===== src/rtl/mbus_ice_driver_tx.sv =====
// Host-to-MBus transmit path of the ICE bridge: collects a byte-serial send request,
// drives pend-chained MBus TX words, and writes a 3-byte response into the host buffer.
module mbus_ice_driver_tx #(
  parameter logic [7:0]  RESP_CODE = 8'h00,
  parameter int unsigned TIMEOUT   = 1048575,
  parameter int unsigned TO_W      = 20
) (
  input  logic        clk,
  input  logic        reset_n,
  input  logic [7:0]  host_data,
  input  logic        host_valid,
  input  logic        host_last,
  input  logic [7:0]  host_eid,
  input  logic        host_priority,
  output logic        host_ready,
  output logic [31:0] mbus_tx_addr,
  output logic [31:0] mbus_tx_data,
  output logic        mbus_tx_req,
  output logic        mbus_tx_pend,
  output logic        mbus_tx_priority,
  input  logic        mbus_tx_ack,
  input  logic        mbus_tx_succ,
  input  logic        mbus_tx_fail,
  output logic        buffer_request,
  input  logic        buffer_grant,
  output logic [7:0]  buffer_data,
  output logic        buffer_valid
);

  typedef enum logic [3:0] {
    S_IDLE, S_ADDR, S_DATA, S_REQ, S_RESULT, S_DRAIN,
    S_RESP_REQ, S_RESP_CODE, S_RESP_EID, S_RESP_STAT
  } state_t;

  localparam logic [7:0] ST_OK      = 8'h00;
  localparam logic [7:0] ST_NAK     = 8'h01;
  localparam logic [7:0] ST_MAL     = 8'h02;
  localparam logic [7:0] ST_TIMEOUT = 8'h03;

  localparam logic [TO_W-1:0] TO_LAST = TO_W'(TIMEOUT - 1);

  state_t          state;
  logic [1:0]      byte_cnt;
  logic [TO_W-1:0] to_cnt;
  logic [7:0]      eid_q;
  logic            prio_q;
  logic [7:0]      status_q;
  logic            malformed;
  logic            last_seen;

  logic            take;
  logic [31:0]     word_shift;
  logic [31:0]     word_pad;

  assign take = host_valid && host_ready;

  // A word cut short by host_last keeps its received bytes at the top, zeros below.
  always_comb begin
    // NOTE: every always_comb output gets a default first so no path infers a latch.
    word_shift = {mbus_tx_data[23:0], host_data};
    word_pad   = word_shift;
    case (byte_cnt)
      2'd0:    word_pad = {host_data, 24'h0};
      2'd1:    word_pad = {mbus_tx_data[7:0], host_data, 16'h0};
      2'd2:    word_pad = {mbus_tx_data[15:0], host_data, 8'h0};
      default: word_pad = word_shift;
    endcase
  end

  // NOTE: the async reset clears every register, so an abandoned bus request drops at once.
  always_ff @(posedge clk or negedge reset_n) begin
    if (!reset_n) begin
      state            <= S_IDLE;
      byte_cnt         <= '0;
      to_cnt           <= '0;
      eid_q            <= '0;
      prio_q           <= 1'b0;
      status_q         <= '0;
      malformed        <= 1'b0;
      last_seen        <= 1'b0;
      host_ready       <= 1'b0;
      mbus_tx_addr     <= '0;
      mbus_tx_data     <= '0;
      mbus_tx_req      <= 1'b0;
      mbus_tx_pend     <= 1'b0;
      mbus_tx_priority <= 1'b0;
      buffer_request   <= 1'b0;
      buffer_data      <= '0;
      buffer_valid     <= 1'b0;
    end else begin
      // NOTE: sequential state uses non-blocking assignments only.
      case (state)
        S_IDLE: begin
          host_ready <= 1'b1;
          if (take) begin
            mbus_tx_addr <= {24'h0, host_data};
            eid_q        <= host_eid;
            prio_q       <= host_priority;
            malformed    <= 1'b0;
            last_seen    <= 1'b0;
            byte_cnt     <= 2'd1;
            if (host_last) begin
              status_q       <= ST_MAL;
              host_ready     <= 1'b0;
              buffer_request <= 1'b1;
              state          <= S_RESP_REQ;
            end else begin
              state <= S_ADDR;
            end
          end
        end

        S_ADDR: begin
          if (take) begin
            mbus_tx_addr <= {mbus_tx_addr[23:0], host_data};
            byte_cnt     <= byte_cnt + 2'd1;
            if (host_last) begin
              status_q       <= ST_MAL;
              host_ready     <= 1'b0;
              buffer_request <= 1'b1;
              state          <= S_RESP_REQ;
            end else if (byte_cnt == 2'd3) begin
              state <= S_DATA;
            end
          end
        end

        S_DATA: begin
          if (mbus_tx_fail) begin
            status_q <= ST_NAK;
            if (take && host_last) begin
              host_ready     <= 1'b0;
              buffer_request <= 1'b1;
              state          <= S_RESP_REQ;
            end else begin
              state <= S_DRAIN;
            end
          end else if (take) begin
            byte_cnt <= byte_cnt + 2'd1;
            if (byte_cnt == 2'd3 || host_last) begin
              mbus_tx_data     <= word_pad;
              mbus_tx_pend     <= !host_last;
              mbus_tx_req      <= 1'b1;
              mbus_tx_priority <= prio_q;
              host_ready       <= 1'b0;
              to_cnt           <= '0;
              byte_cnt         <= 2'd0;
              last_seen        <= host_last;
              if (host_last && byte_cnt != 2'd3) malformed <= 1'b1;
              state <= S_REQ;
            end else begin
              mbus_tx_data <= word_shift;
            end
          end
        end

        S_REQ: begin
          // A fail beats a same-cycle ack; a timeout only fires when no ack arrived.
          if (mbus_tx_fail || (!mbus_tx_ack && to_cnt == TO_LAST)) begin
            mbus_tx_req      <= 1'b0;
            mbus_tx_pend     <= 1'b0;
            mbus_tx_priority <= 1'b0;
            status_q         <= mbus_tx_fail ? ST_NAK : ST_TIMEOUT;
            if (last_seen) begin
              buffer_request <= 1'b1;
              state          <= S_RESP_REQ;
            end else begin
              host_ready <= 1'b1;
              state      <= S_DRAIN;
            end
          end else if (mbus_tx_ack) begin
            mbus_tx_req      <= 1'b0;
            mbus_tx_pend     <= 1'b0;
            mbus_tx_priority <= 1'b0;
            if (mbus_tx_pend) begin
              host_ready <= 1'b1;
              state      <= S_DATA;
            end else begin
              to_cnt <= '0;
              state  <= S_RESULT;
            end
          end else begin
            to_cnt <= to_cnt + 1'b1;
          end
        end

        S_RESULT: begin
          if (mbus_tx_fail || mbus_tx_succ || to_cnt == TO_LAST) begin
            if (mbus_tx_fail)      status_q <= ST_NAK;
            else if (mbus_tx_succ) status_q <= malformed ? ST_MAL : ST_OK;
            else                   status_q <= ST_TIMEOUT;
            buffer_request <= 1'b1;
            state          <= S_RESP_REQ;
          end else begin
            to_cnt <= to_cnt + 1'b1;
          end
        end

        S_DRAIN: begin
          if (take && host_last) begin
            host_ready     <= 1'b0;
            buffer_request <= 1'b1;
            state          <= S_RESP_REQ;
          end
        end

        S_RESP_REQ: begin
          if (buffer_grant) begin
            buffer_valid <= 1'b1;
            buffer_data  <= RESP_CODE;
            state        <= S_RESP_CODE;
          end
        end

        S_RESP_CODE: begin
          buffer_data <= eid_q;
          state       <= S_RESP_EID;
        end

        S_RESP_EID: begin
          buffer_data <= status_q;
          state       <= S_RESP_STAT;
        end

        S_RESP_STAT: begin
          buffer_valid   <= 1'b0;
          buffer_data    <= '0;
          buffer_request <= 1'b0;
          host_ready     <= 1'b1;
          state          <= S_IDLE;
        end

        default: state <= S_IDLE;
      endcase
    end
  end

endmodule


===== config.mk =====
export PLATFORM = sky130hd
export DESIGN_NAME = mbus_ice_driver_tx
export DESIGN_NICKNAME = d
export VERILOG_FILES = /design/src/rtl/mbus_ice_driver_tx.sv
export SDC_FILE = /design/constraint.sdc
export NUM_CORES = 1
export LEC_CHECK = 0
export ABC_AREA = 1
export CAP_MARGIN = 25
export CORE_UTILIZATION = 40
export CTS_BUF_LIST = sky130_fd_sc_hd__clkbuf_16
export DETAILED_ROUTE_END_ITERATION = 8
export GPL_TIMING_DRIVEN = 0
export PLACE_DENSITY_LB_ADDON = 0.15
export SLEW_MARGIN = 5
export SYNTH_ARGS = -nofsm -noshare
export SYNTH_HDL_FRONTEND = slang
export SYNTH_SLANG_ARGS = --single-unit

===== constraint.sdc =====
create_clock -name clk -period 1.9 [get_ports clk]
set_input_delay 0.285 -clock clk [delete_from_list [all_inputs] [get_ports clk]]
set_output_delay 0.285 -clock clk [all_outputs]
set_load 0.02 [all_outputs]

# Word level (Yosys, flattened, before mapping)
# Cells that the tools add are included.
# op_classes
bitwise_logic	1
reduce_logical	37
div_mod_pow	0
shift	0
mul	0
n_eq_ne	38
order_cmp	0
n_addsub	2
mux	95
# op_table
operator	count
$mux 20	7
$mux 32	3
$pmux 32 s3	1
$pmux 32 s2	1
$pmux 8 s4	2
$pmux 20 s3	1
$mux 4	12
$mux 8	6
$mux 1	39
$pmux 4 s9	1
$ne 2x2->1 const B	16
$mux 2	11
$ne 3x3->1 const B	7
$add 20x1->20 const B	1
$eq 20x20->1 const B	1
$eq 4x3->1 const B	4
$reduce_and 5->1	3
$reduce_and 7->1	2
$pmux 1 s2	6
$pmux 1 s6	2
$reduce_and 6->1	2
$reduce_bool 6->1	2
$reduce_and 9->1	1
$eq 4x2->1 const B	2
other kinds (21)	40
# totals
word_cells	190
input_bits	25
ff_bits	123
mem_bits_rw	0
memories	0
out_inout_bits	78
romBits	0
latchBits	0

# Depth between registers and ports, before layout
# Gate-level depths: netlist of run 1.
# logic_depth
depth_word	7
depth_mapped	14
ltp_nobuf	13

# Worst setup path after synthesis of run 1
# OpenSTA, ideal clock, no wires.
# synth_timing
kind	register to register
start	register to_cnt[0]
end	register to_cnt[16]
path_stages_with_launch	11
slack_ns	0.221
arrival_ns	1.615
synth_period_minus_slack_ns	1.679
required_ns	1.835
path_buffers	0
setup_time_ns	0.065
cell_sequence	dfrtp_1 ha_1 inv_1 nor2_1 nand2_1 nor2_1 xor2_1 nand3_1 nand2_1 nand2_1 nand2_1
# synth_via
elab_chain_cells	5
elab_cells_between_ends	12
classes_between	add/sub (1); eq/ne (3); mux (4); reduce/logical (4)
# synth_lines
element	line_no	text
start, declared	44	logic [TO_W-1:0] to_cnt;
start signal, assigned	183	to_cnt <= to_cnt + 1'b1;
start signal, assigned	195	to_cnt <= to_cnt + 1'b1;
branches (longest 5 deep; another with $add 20x1->20)	-	
# Parallel ways; which one is timed is not known. The select of a mux whose other input is x is not followed.
# A chain may end at the register's enable or synchronous reset.

# Worst setup path after layout of run 1
# Same ends and word-level chain as after synthesis.

==> results of run 1 <==
-- report_power, final --
group,internal (mW),switching (mW)
clock,2.07,1.24
sequential,3.36,0.727
combinational,2.56,3.88
-- per-layer routing --
layer / global-route usage / up-vias / part of all wire
li1: - / 3111 / -
met1: 0.317 / 3012 / 0.45
met2: 0.384 / 202 / 0.47
met3: 0.0565 / 26 / 0.061
met4: 0.0927 / 0 / 0.019
met5: 0 / - / 0
-- metrics by stage --
stage,std cells,power (mW),util,setup TNS (ps)
floorplan,859,7.59,-,0
global placement,1170,10.0,0.498,-514530
detailed placement,1171,10.0,0.500,-21580
CTS,1203,13.4,0.542,-0.644
global route,1208,14.8,0.558,-1230
finish,1209,13.8,0.559,0
-- worst max-delay path: cells and delay by family, from the launching register on --
kind | cells | cell delay (ps)
buffers and inverters | 2 | 220
adder cells (fa/ha/maj) | 1 | 150
flip-flops | 1 | 430
AND/OR/NAND/NOR | 11 | 930
-- synthesized netlist by cell type (11+ instances only) --
library cell	number
a21oi_1	18
buf_2	16
o21ai_1	34
nand4_1	11
clkbuf_1	17
dfrtp_1	117
o21ai_0	75
nand3_1	81
inv_1	68
nand2_1	246
nor2_1	69
-- area by class of cell --
| class | instances | area (µm²) | share of cell area |
|---|---|---|---|
| antenna | 1 | 2.50 | 0.000291 |
| buffer | 38 | 221 | 0.0258 |
| clock buffer | 17 | 425 | 0.0495 |
| clock inverter | 15 | 175 | 0.0204 |
| inverter | 80 | 307 | 0.0357 |
| multi-input combinational | 622 | 3170 | 0.369 |
| sequential | 117 | 2940 | 0.342 |
| tap | 211 | 264 | 0.0307 |
| timing repair buffer | 108 | 1090 | 0.127 |
-- flip-flops by register name (all words and copies together) (netlist names), 2 cells and up --
signal	count
buffer_data	8
byte_cnt	2
eid_q	8
mbus_tx_addr	32
mbus_tx_data	32
state	4
status_q	2
to_cnt	20
-- placed cells by master, fill, tap and decap left out, drive strengths merged --
master / Yosys / final
o21bai: 4 / 4
clkinv: 3 / 9
a211oi: 1 / 1
nor3: 5 / 5
diode: 0 / 1
o22ai: 8 / 8
or2: 1 / 1
clkdlybuf4s50: 0 / 99
nand3b: 2 / 2
o31ai: 10 / 10
o2111ai: 8 / 8
nand3: 81 / 81
buf: 23 / 29
a31oi: 10 / 10
clkbuf: 17 / 34
a21boi: 1 / 1
o221ai: 2 / 2
xor2: 6 / 6
nand2: 250 / 250
o21ai: 109 / 109
inv: 77 / 81
dlygate4sd3: 0 / 1
dfrtp: 117 / 117
a21oi: 18 / 18
mux2: 1 / 1
and3: 1 / 1
o211ai: 10 / 10
nor2: 77 / 77
bufinv: 0 / 3
nand4: 11 / 11
ha: 6 / 6
clkinvlp: 0 / 2
-- cell families (layout without fill, tap and decap cells) --
| group | Yosys count | count (layout) | synth area share |
|---|---|---|---|
| AND/OR/NAND/NOR | 428 | 428 | 0.281 |
| AO/OA/AOI/OAI | 181 | 181 | 0.162 |
| buffers and inverters | 120 | 258 | 0.0767 |
| flip-flops | 117 | 117 | 0.458 |
| adder cells (fa/ha/maj) | 6 | 6 | 0.0117 |
| XOR/XNOR | 6 | 6 | 0.00822 |
| multiplexers | 1 | 1 | 0.00176 |
| other | 0 | 1 | 0 |
-- final timing paths --
| check | startpoint | endpoint |
|---|---|---|
| min | reset_n | eid_q[7]$_DFFE_PN0P_ |
| min in group clk | mbus_tx_fail | status_q[1]$_DFFE_PN0P_ |
| min reg2reg | mbus_tx_priority$_DFFE_PN0P_ | mbus_tx_priority$_DFFE_PN0P_ |
| max | to_cnt[0]$_DFFE_PN0P_ | to_cnt[16]$_DFFE_PN0P_ |
| max in group asynchronous | reset_n | host_ready$_DFFE_PN0P_ |
| max reg2reg | to_cnt[0]$_DFFE_PN0P_ | to_cnt[16]$_DFFE_PN0P_ |
-- what timing repair did --
item                                    in CTS  in global routing
hold buffers                                 1                  0
endpoints found under the setup margin      64                 86
endpoints found under the hold margin       26                  0
gates cloned                                 0                  1
pin swaps                                    0                  7
setup buffers                                1                  4
gates resized for setup                     13                 76
==> impl_metrics.ini, run 1 <==
[power]
vdd_drop_max_v = 0.000912
leakagePower_nw = 3.84
power_density_mw_per_mm2 = 1610

[critical_path]
startpoint_type = flop
cp-end-kind = flop
max_stage_delay_ps = 430
worstSetupPathType = flop to flop
crit_chain = inv_2 > ha_4 > nand2_2 > nor2_2 > nand2_1 > nor2_2 > nand2_2 > nand2_2 > nand3_2 > nand2_2 > nor2_4 > buf_6 > nand2_1 > nand2_1
cp.arrival_ps = 2150
required_ps = 2200
cpMostUsedCell = nand2_2
r2r_slack_ps = 50
r2r_cells = 14
cp_max_fo = 10
critical_path.slowest_cell = dfrtp_2

[detailed_routing]
drc = 0
wirelength_mm = 18.7
drtIter0Drc = 507
num_vias = 6351
first_pass_iters = 6
viasPerCell = 5.25
wl_per_cell_um = 15.5
ant_nets = 0

[grt]
grt_pass1_vias = 6183
antenna_found_initial = 1
gr-usage-all-layers = 0.241
grt_pass1_wl_mm = 30.9
grt_start_max_net_pins = 92
grt_overflow = 0

[sta]
slew_headroom = 0.549
hold_viol = 0
holdWs_ps = 305
worst_clock_skew_ps = 9.02
setup_viol = 0
rsz0062_at_grt = yes
finalWorstSetupSlack_ps = 51.5
slew_viol_final = 0
max_freq_mhz = 541
finalCritPeriodShare = 0.973
worstMarginPinSlew_ps = 673
min_period_ps = 1850

[cts]
tritoncts = yes
clkLatencyLatePin_ps = 420
clock_sinks = 117
cts_buffers = 17
clk_pin_slew_ps = 60
cts-htree-levels = 4
clk_path_buf_depth = 2
cts_root_buf = clkbuf_16

[yosys]
synth_nets = 890
avgSynthCellArea_um2 = 7.44
ys_ff_latch = 117
yosysTopAreaCell = dfrtp_1
synth_top_cell_area_share = 0.458
synth_cell_type_count = 37
async_flop_share = 1.00
synthFlopType = dfrtp_1
synth_edf_count = 0
synth_cells = 859
ys_warn_count = 0
ys_seq_area_frac = 0.458
synth.cell_area_mm2 = 0.00639
ys_top_cells_by_area = dfrtp_1, nand2_1, nand3_1

[place]
place_hpwl_mm = 13.0
dp_slack_ps = -496
io_buffers = 100
placed_area_mm2 = 0.00769
place_congestion = 0.929

[layout]
n_fill_cell = 1455
layout.nets = 1015
final_area_mm2 = 0.00859
drive_above_1_share = 0.135
syn2layout_area_growth_pct = 34.3

[floorplan]
initial_core_util = 0.416
die_width_um = 128
core_mm2 = 0.0154
io_pins = 103
rows = 45
die_area_mm2 = 0.0165
die_h_um = 128

[status]
outcome = finished clean

[min_path]
min_path_type = input pin to asynchronous set/reset pin

[run]
max_cap_violations = 0
Power figures use the tool's default switching activity.
==> run 2, diff against run 1 <==
==> constraint.sdc (replaced) <==
create_clock -name clk -period 2.2 [get_ports clk]
set_input_delay 0.33 -clock clk [delete_from_list [all_inputs] [get_ports clk]]
set_output_delay 0.33 -clock clk [all_outputs]
set_load 0.02 [all_outputs]
==> run 2 against run 1 <==
  * Setup slack gained 110 ps
  * Global-route usage grew 0.099 points
  * Via count shrank 0.91%
  * Final cell count shrank 0.33%
  * Sequential share of layout area grew 1.0 points
  * Largest cell class unchanged
  * Register-to-register slack gained 110 ps
==> impl_metrics.ini, run 2 (same netlist as run 1, synthesis figures left out) <==
[place]
place_congestion = 0.929
io_buffers = 100
dp.cells = 1171
place_hpwl_mm = 13.0
dp_slack_ps = -241

[cts]
cts-htree-levels = 4
clock_sinks = 117
cts_root_buf = clkbuf_16
clkLatencyLatePin_ps = 420
clk_path_buf_depth = 2
cts_buffers = 17
clk_pin_slew_ps = 60
tritoncts = yes

[floorplan]
io_pins = 103
die_area_mm2 = 0.0165
rows = 45
die_width_um = 128
die_h_um = 128
initial_core_util = 0.416
core_mm2 = 0.0154

[layout]
mostFrequentLayoutCell = nand2_1
mostFrequentLayoutCells = nand2_1, dfrtp_1, clkdlybuf4s50_1
layout.nets = 1011
drive_above_1_share = 0.0846
reg.largest.list = mbus_tx_addr (32), mbus_tx_data (32), to_cnt (20)
final_cells = 1205
syn2layout_area_growth_pct = 30.2

[grt]
met2_usage = 0.383
grt_start_max_net_pins = 92
grt_pass1_vias = 6163
grt_pass1_wl_mm = 31.0
grtUsageMet1 = 0.321
antenna_found_initial = 1
grt_util_met3 = 0.0565
gr-usage-all-layers = 0.242
grt_overflow = 0
grt_busiest_layer = met2

[run]
max_cap_violations = 0

[sta]
max_freq_mhz = 490
finalCritPeriodShare = 0.928
slew_headroom = 0.553
worstMarginPinSlew_ps = 666
finalWorstSetupSlack_ps = 159
rsz0062_at_grt = yes
slew_viol_final = 0
finalSetupTns_ps = 0
worst_clock_skew_ps = 9.89
hold_viol = 0
setup_viol = 0
min_period_ps = 2040

[critical_path]
cp.arrival_ps = 2390
r2r_slack_ps = 160
required_ps = 2550
cp_max_fo = 10
r2r_cells = 7
cp-end-kind = flop
r2r_start = byte_cnt[0]$_DFFE_PN0P_
startpoint_type = flop
r2r_end = mbus_tx_data[14]$_DFFE_PN0P_
cp-startpoint = byte_cnt[0]$_DFFE_PN0P_
worstSetupEndpoint = mbus_tx_data[14]$_DFFE_PN0P_
worstSetupPathType = flop to flop

[detailed_routing]
drc = 0
first_pass_iters = 5
wirelength_mm = 18.5
viasPerCell = 5.22
drtIter0Drc = 480
wl_per_cell_um = 15.3
num_vias = 6293
ant_nets = 0

[power]
power_density_mw_per_mm2 = 1390
leakagePower_nw = 3.76
vdd_drop_max_v = 0.000799

[min_path]
min_path_type = input pin to asynchronous set/reset pin

[status]
outcome = finished clean
## run 2: cell types whose count changed in the layout (fill, tap and decap cells not counted), moves of 6 or more
cell	previous run	this run
nand2_1	235	246
buf_2	8	15
buf_4	13	5
clkbuf_1	8	16
nor2_1	57	68
nor2_4	10	2
dfrtp_2	7	1
dfrtp_1	110	116
clkbuf_2	7	0
nand2_2	13	4
## run 2: routing by layer
layer	vias to the layer above	wire length [µm]
li1	3099	-
met1	2957	8470
met2	216	8420
met3	21	1230
met4	0	364
met5	-	0
## run 2: final cells by class
| type | instances | area (µm²) |
|---|---|---|
| fillers | 1480 | 7050 |
| multi-input cells | 622 | 2980 |
| flip-flops and latches | 117 | 2930 |
| repair buffers | 103 | 1050 |
| clock buffers | 17 | 425 |
| inverters | 80 | 309 |
| well taps | 211 | 264 |
| plain buffers | 39 | 184 |
| clock inverters | 15 | 175 |
| diodes | 1 | 2.50 |
## run 2: timing repair
action	CTS	global route
gates resized for setup	0	6
setup endpoints to repair	0	26
setup buffers	0	1
endpoints found under the hold margin	26	0
hold buffers	1	0
## run 2: how the worst min path moves through the flow
stage	slack, ps	cells after the start	to	start
2_1_floorplan	30	0	buffer_data[0]$_DFFE_PN0P_	reset_n
3_3_place_gp	460	2	mbus_tx_priority$_DFFE_PN0P_	mbus_tx_priority$_DFFE_PN0P_
3_5_place_dp	210	1	eid_q[7]$_DFFE_PN0P_	reset_n
4_1_cts	340	2	eid_q[7]$_DFFE_PN0P_	reset_n
5_1_grt	360	2	eid_q[7]$_DFFE_PN0P_	reset_n
6_report	350	2	eid_q[7]$_DFFE_PN0P_	reset_n
## run 2: metrics by stage
stage	power [mW]	hold slack, ps	cell area [µm²]	utilization
2_1_floorplan	6.56	34.4	6390	-
5_1_grt	12.4	361	8320	0.541
4_1_cts	11.6	338	8300	0.540
3_5_place_dp	8.66	214	7690	0.500
6_report	11.5	349	8320	0.541
3_3_place_gp	8.65	458	7660	0.498
## run 2: power by group
part	leakage [nW]	internal [mW]	total [mW]	switching, mW
Clock	0.290	1.78	2.85	1.07
Combinational	1.96	2.00	5.19	3.19
Sequential	1.51	2.89	3.50	0.606
Total	3.76	6.68	11.5	4.87
## run 2: worst max-delay path, cell delays in order, from the launching register on
cell	delay, ps
dfrtp_1	410
inv_1	120
ha_1	410
inv_1	240
buf_1	300
o21ai_0	220
o21ai_0	110
a21oi_1	160
